<file path="config.mk">
export PLATFORM = sky130hd
export DESIGN_NAME = vga_timing_core_flat
export DESIGN_NICKNAME = d
export VERILOG_FILES = /design/src/rtl/vga_if.sv /design/src/rtl/vga_timing_core.sv /design/src/flat_wrapper.sv
export SDC_FILE = /design/constraint.sdc
export NUM_CORES = 1
export LEC_CHECK = 0
export CAP_MARGIN = 5
export CELL_PAD_IN_SITES_DETAIL_PLACEMENT = 0
export CELL_PAD_IN_SITES_GLOBAL_PLACEMENT = 1
export CORE_AREA = 10 10 103 124
export DETAILED_ROUTE_END_ITERATION = 6
export DIE_AREA = 0 0 113 134
export PLACE_DENSITY = 0.76
export SYNTH_ARGS = -nofsm -noshare
export SYNTH_HDL_FRONTEND = slang
export SYNTH_SLANG_ARGS = --single-unit
</file>
<file path="constraint.sdc">
create_clock -name clk -period 2.55 [get_ports clk]
set_clock_uncertainty 0.15 [all_clocks]
set_input_delay 0.255 -clock clk [delete_from_list [all_inputs] [get_ports clk]]
set_output_delay 0.255 -clock clk [all_outputs]
set_load 0.01 [all_outputs]
</file>
<file path="src/rtl/vga_if.sv">
// vga_if: pixel-source / connector side bundle
// of the VGA timing engine.
interface vga_if;
  logic [11:0] d_in;
  logic [31:0] clkdiv;
  logic        pix_tick;
  logic [8:0]  row_addr;
  logic [9:0]  col_addr;
  logic        rdn;
  logic        hs;
  logic        vs;
  logic [3:0]  r;
  logic [3:0]  g;
  logic [3:0]  b;

  modport master (
    input  d_in,
    output clkdiv,
    output pix_tick,
    output row_addr,
    output col_addr,
    output rdn,
    output hs,
    output vs,
    output r,
    output g,
    output b
  );

  modport slave (
    output d_in,
    input  clkdiv,
    input  pix_tick,
    input  row_addr,
    input  col_addr,
    input  rdn,
    input  hs,
    input  vs,
    input  r,
    input  g,
    input  b
  );
endinterface

</file>
<file path="src/rtl/vga_timing_core.sv">
// vga_timing_core: 640x480@60 VGA timing engine
// with built-in pixel-rate divider and blanked RGB.
module vga_timing_core #(
  parameter int unsigned DIV_LOG2 = 2,
  parameter int unsigned H_TOTAL  = 800,
  parameter int unsigned H_SYNC   = 96,
  parameter int unsigned H_BP     = 48,
  parameter int unsigned H_ACTIVE = 640,
  parameter int unsigned V_TOTAL  = 525,
  parameter int unsigned V_SYNC   = 2,
  parameter int unsigned V_BP     = 33,
  parameter int unsigned V_ACTIVE = 480
) (
  input logic   clk,
  input logic   clrn,
  vga_if.master vga
);
  localparam logic [9:0] H_LAST =
    10'(H_TOTAL - 1);
  localparam logic [9:0] V_LAST =
    10'(V_TOTAL - 1);
  localparam logic [9:0] H_SYNC_W =
    10'(H_SYNC);
  localparam logic [9:0] V_SYNC_W =
    10'(V_SYNC);
  // Visible columns start one tick early so that
  // col_addr is ready for the pixel source.
  localparam logic [9:0] H_VIS0 =
    10'(H_SYNC + H_BP - 1);
  localparam logic [9:0] H_VIS1 =
    10'(H_SYNC + H_BP + H_ACTIVE - 2);
  localparam logic [9:0] V_VIS0 =
    10'(V_SYNC + V_BP);
  localparam logic [9:0] V_VIS1 =
    10'(V_SYNC + V_BP + V_ACTIVE - 1);

  logic [31:0] clkdiv;
  logic        pix_tick;
  logic [9:0]  h_cnt;
  logic [9:0]  v_cnt;
  logic        h_end;
  logic        v_end;
  logic        vis;
  logic [9:0]  col_nxt;
  logic [8:0]  row_nxt;

  logic [8:0]  row_q;
  logic [9:0]  col_q;
  logic        rdn_q;
  logic        hs_q;
  logic        vs_q;
  logic [11:0] rgb_q;

  assign pix_tick = &clkdiv[DIV_LOG2-1:0];

  always_comb begin
    h_end   = (h_cnt == H_LAST);
    v_end   = (v_cnt == V_LAST);
    vis     = (h_cnt >= H_VIS0) &&
              (h_cnt <= H_VIS1) &&
              (v_cnt >= V_VIS0) &&
              (v_cnt <= V_VIS1);
    col_nxt = h_cnt - H_VIS0;
    row_nxt = 9'(v_cnt - V_VIS0);
  end

  always_ff @(posedge clk or negedge clrn) begin
    if (!clrn) begin
      clkdiv <= '0;
    end else begin
      clkdiv <= clkdiv + 32'd1;
    end
  end

  always_ff @(posedge clk or negedge clrn) begin
    if (!clrn) begin
      h_cnt <= '0;
      v_cnt <= '0;
    end else if (pix_tick) begin
      if (h_end) begin
        h_cnt <= '0;
        if (v_end) begin
          v_cnt <= '0;
        end else begin
          v_cnt <= v_cnt + 10'd1;
        end
      end else begin
        h_cnt <= h_cnt + 10'd1;
      end
    end
  end

  always_ff @(posedge clk or negedge clrn) begin
    if (!clrn) begin
      row_q <= '0;
      col_q <= '0;
      rdn_q <= 1'b1;
      hs_q  <= 1'b0;
      vs_q  <= 1'b0;
      rgb_q <= '0;
    end else if (pix_tick) begin
      row_q <= row_nxt;
      col_q <= col_nxt;
      rdn_q <= ~vis;
      hs_q  <= (h_cnt >= H_SYNC_W);
      vs_q  <= (v_cnt >= V_SYNC_W);
      rgb_q <= vis ? vga.d_in : 12'h000;
    end
  end

  assign vga.clkdiv   = clkdiv;
  assign vga.pix_tick = pix_tick;
  assign vga.row_addr = row_q;
  assign vga.col_addr = col_q;
  assign vga.rdn      = rdn_q;
  assign vga.hs       = hs_q;
  assign vga.vs       = vs_q;
  assign vga.r        = rgb_q[11:8];
  assign vga.g        = rgb_q[7:4];
  assign vga.b        = rgb_q[3:0];
endmodule

</file>
<file path="src/flat_wrapper.sv">
// flat-port wrapper written by rule: the top's interface ports become plain ports
module vga_timing_core_flat 
#(
  parameter int unsigned DIV_LOG2 = 2,
  parameter int unsigned H_TOTAL  = 800,
  parameter int unsigned H_SYNC   = 96,
  parameter int unsigned H_BP     = 48,
  parameter int unsigned H_ACTIVE = 640,
  parameter int unsigned V_TOTAL  = 525,
  parameter int unsigned V_SYNC   = 2,
  parameter int unsigned V_BP     = 33,
  parameter int unsigned V_ACTIVE = 480
)
  (clk, clrn, vga_d_in, vga_clkdiv, vga_pix_tick, vga_row_addr, vga_col_addr, vga_rdn, vga_hs, vga_vs, vga_r, vga_g, vga_b);
  vga_if vga_i ();
  input logic clk;
  input logic clrn;
  input wire logic [$bits(vga_i.d_in)-1:0] vga_d_in;
  output wire logic [$bits(vga_i.clkdiv)-1:0] vga_clkdiv;
  output wire logic [$bits(vga_i.pix_tick)-1:0] vga_pix_tick;
  output wire logic [$bits(vga_i.row_addr)-1:0] vga_row_addr;
  output wire logic [$bits(vga_i.col_addr)-1:0] vga_col_addr;
  output wire logic [$bits(vga_i.rdn)-1:0] vga_rdn;
  output wire logic [$bits(vga_i.hs)-1:0] vga_hs;
  output wire logic [$bits(vga_i.vs)-1:0] vga_vs;
  output wire logic [$bits(vga_i.r)-1:0] vga_r;
  output wire logic [$bits(vga_i.g)-1:0] vga_g;
  output wire logic [$bits(vga_i.b)-1:0] vga_b;
  assign vga_i.d_in = vga_d_in;
  assign vga_clkdiv = vga_i.clkdiv;
  assign vga_pix_tick = vga_i.pix_tick;
  assign vga_row_addr = vga_i.row_addr;
  assign vga_col_addr = vga_i.col_addr;
  assign vga_rdn = vga_i.rdn;
  assign vga_hs = vga_i.hs;
  assign vga_vs = vga_i.vs;
  assign vga_r = vga_i.r;
  assign vga_g = vga_i.g;
  assign vga_b = vga_i.b;
  vga_timing_core #(.DIV_LOG2(DIV_LOG2), .H_TOTAL(H_TOTAL), .H_SYNC(H_SYNC), .H_BP(H_BP), .H_ACTIVE(H_ACTIVE), .V_TOTAL(V_TOTAL), .V_SYNC(V_SYNC), .V_BP(V_BP), .V_ACTIVE(V_ACTIVE)) u_core (.clk(clk), .clrn(clrn), .vga(vga_i));
endmodule
</file>
==> flow_summary.toml <==
[yosys]
synth-async-reset-ratio = 1.00
synthAdderAreaFrac = 0.0186
synth.mux.area_fraction = 0.0269
synth.ff_latch_count = 86
synthFlopType = "sky130_fd_sc_hd__dfrtp_1"
synth.yosys.warnings = 0
synth_cells = 374
dominant_combinational_cell_family_by_area_after_synthesis = "simple AND/OR/NAND/NOR gates"
synth_fp_nets = 394
synthSimpleGateAreaFrac = 0.183
synth_sequential_area_ratio = 0.532
synth_xor_area_frac = 0.110
synth_enable_flop_cells = 0
synth_cell_types = 43
synth_area_um2 = 4040
syn-mean-instance-area_um2 = 10.8
synth_compound_gate_area_share = 0.0944

[sta]
max_freq_ghz = 0.428
slew_viol_final = 0
layout_worst_path_cycle_share = 0.915
period_minus_slack_ns = 2.33
setup-violations-final = 0
max-slew-margin-rel = 0.553
grt_setup_unrepaired = "false"
finalHoldViolations = 0
setup_tns_ns = 0
worst_slew_pin_slew_ns = 0.670

[power]
power.share.sequential = 0.501
internal_power_uw = 2200
p_sw_uw = 529
power_leakage_uw = 0.00223
power_density_nw_per_um2 = 515
p_comb_frac = 0.019
ir_drop_mv = 0.333
power.clock.fraction = 0.481
power.share.switching = 0.194

[floorplanning]
die_w_um = 113
initial_core_util = 0.392
floorplan.die.height_um = 134
die_area_um2 = 15100
pin_count = 81
design.core.area_um2 = 10300
std_cell_rows = 41

[global_routing]
initial_antenna_violation_count = 0
global_route_wire_length_before_repair_um = 16200
grt.total_usage = 0.128
grt_max_degree = 50
gr-total-overflow = 0
vias_in_the_first_global_route = 3170

[drt]
routed_wl_um = 9490
drtPass1Iterations = 4
vias_after_detailed_routing = 3117
post_dr_wirelength_cell_um = 16.3
route.antenna.remaining_nets = 0
initialDrtViolationCount = 153
remaining_drc_errors = 0
per_cell_via_count_in_the_routed_design = 5.35

[flow_run]
maxCapViolations = 0

[layout]
antenna_cells = 0
area.growth.synth_to_final_pct = 30.9
fillerInstances = 930
most-common-layout-cells = "85 x sky130_fd_sc_hd__dfrtp_1, 79 x sky130_fd_sc_hd__clkdlybuf4s50_1, 40 x sky130_fd_sc_hd__xnor2_1"
design.final.nets = 469
layout_commonest_cell = "sky130_fd_sc_hd__dfrtp_1"
layout.core_utilization = 0.514
post_route_cells_drive_above_1_share = 0.0837

[clocking]
clock_insertion_delay_worst_skew_ns = 0.33
clock_path_buffers = 2
clock_tree.htree_level_count = 3
post_cts.repair.setup_buffers = 0
cts.clk_slew.worst_paths_ns = 0.06
tritoncts.num_buffers = 9
tritoncts = "done"
clock_sinks = 86
cts-root-buf = "sky130_fd_sc_hd__clkbuf_16"

[setup_path]
worst-setup-path-type = "register to register"
crit_arrival_ns = 2.45
cp-start-kind = "register"
cp_max_fo = 13
worst_setup_end_kind = "register"
worstPathRequired_ns = 2.67

[place]
detailed_place_hpwl_um = 6880
port-buffer-count = 80
gp_routability_congestion = 0.837

[min_path]
hp-class = "input port to asynchronous set/reset pin"

[run_status]
outcome = "finished clean"
## power by group through the flow
stage | Combinational, uW | Sequential (uW) | Clock (uW)
2_1_floorplan | 0.283 | 1390 | 0
3_3_place_gp | 51.7 | 1390 | 0
3_5_place_dp | 52.3 | 1390 | 0
4_1_cts | 53.3 | 1360 | 1360
5_1_grt | 57.6 | 1360 | 1420
6_report | 50.5 | 1360 | 1310
## cells in the mapped netlist (all sizes together) (6+ instances only)
library cell	count	area (um^2)
dfrtp	85	2130
xnor2	40	350
nand4	25	156
a21oi	22	110
clkbuf	21	78.8
nand2	20	75.1
nor2	19	71.3
nand3	18	90.1
a32o	12	120
xor2	11	96.3
and3	10	62.6
o21ai	9	45.0
and4	8	70.1
nor3	8	40.0
inv	7	26.3
mux2	7	78.8
nor4	7	50.1
ha	6	75.1
## cell families (layout without fill, tap and decap cells)
kind of cell,count (synthesis),after routing
AND/OR/NAND/NOR,132,132
flip-flops,86,86
AO/OA/AOI/OAI,56,56
XOR/XNOR,51,51
buffers and inverters,33,113
multiplexers,10,10
adder cells (fa/ha/maj),6,6
## stage by stage
| stage | power [uW] | hold slack (ns) | instances | setup WS [ns] | area (um^2) |
|---|---|---|---|---|---|
| after floorplan | 1390 | -0.191 | 374 | 0.256 | 4040 |
| after global placement | 1440 | 0.112 | 566 | 0.220 | 4970 |
| after detailed placement | 1440 | 0.122 | 566 | 0.167 | 4970 |
| after CTS | 2780 | 0.305 | 583 | 0.160 | 5280 |
| after global routing | 2840 | 0.325 | 583 | 0.0290 | 5300 |
| final | 2730 | 0.292 | 583 | 0.216 | 5300 |
## sequential cells by signal, summed over array words and instances, names as in the netlist
register	count
u_core.vga.rdn	1
u_core.vga.col_addr	10
u_core.rgb_q	12
u_core.vga.hs	1
u_core.v_cnt	10
u_core.vga.vs	1
u_core.vga.clkdiv	32
u_core.h_cnt	10
u_core.vga.row_addr	9
## per-layer routing
layer	track usage	routed length, um	share of wire	vias to the layer above
met5	0	0	0	-
met4	0.0395	136	0.014	0
met3	0.0562	658	0.069	9
met2	0.196	4360	0.46	76
met1	0.160	4340	0.46	1539
li1	-	-	-	1493
## path summary, 6_finish.rpt
| path | startpoint | endpoint | slack [ns] | cells past startpoint |
|---|---|---|---|---|
| max in group asynchronous | clrn | u_core.v_cnt[6] | 1.33 | 3 |
| worst min-delay path | clrn | u_core.vga.col_addr[6] | 0.29 | 2 |
| min in group clk | u_core.vga.clkdiv[16] | u_core.vga.clkdiv[16] | 0.34 | 1 |
| worst max-delay path | u_core.v_cnt[5] | u_core.rgb_q[9] | 0.22 | 4 |
| worst min register to register | u_core.vga.clkdiv[16] | u_core.vga.clkdiv[16] | 0.34 | 1 |
| worst max register to register | u_core.v_cnt[5] | u_core.rgb_q[9] | 0.22 | 4 |
## worst max-delay path: stages (launching register included)
cell	delay, ns
sky130_fd_sc_hd__dfrtp_1	0.46
sky130_fd_sc_hd__or4_1	0.59
sky130_fd_sc_hd__o31ai_1	0.29
sky130_fd_sc_hd__o311a_1	0.52
sky130_fd_sc_hd__a32o_1	0.25
## timing repair
action | CTS | global route
endpoints found under the setup margin | 0 | 12
hold buffers | 1 | 0
endpoints found under the hold margin | 36 | 0
resized for setup | 0 | 2
## area by class of cell
| type | instances | area [um^2] | area share |
|---|---|---|---|
| Clock inverter | 3 | 42.5 | 0.00803 |
| Clock buffer | 13 | 260 | 0.0491 |
| Multi-Input combinational cell | 255 | 1760 | 0.333 |
| Inverter | 7 | 26.3 | 0.00496 |
| Timing Repair Buffer | 90 | 888 | 0.168 |
| Sequential cell | 86 | 2150 | 0.407 |
| Tap cell | 129 | 161 | 0.0305 |
Power figures use the tool's default switching activity.
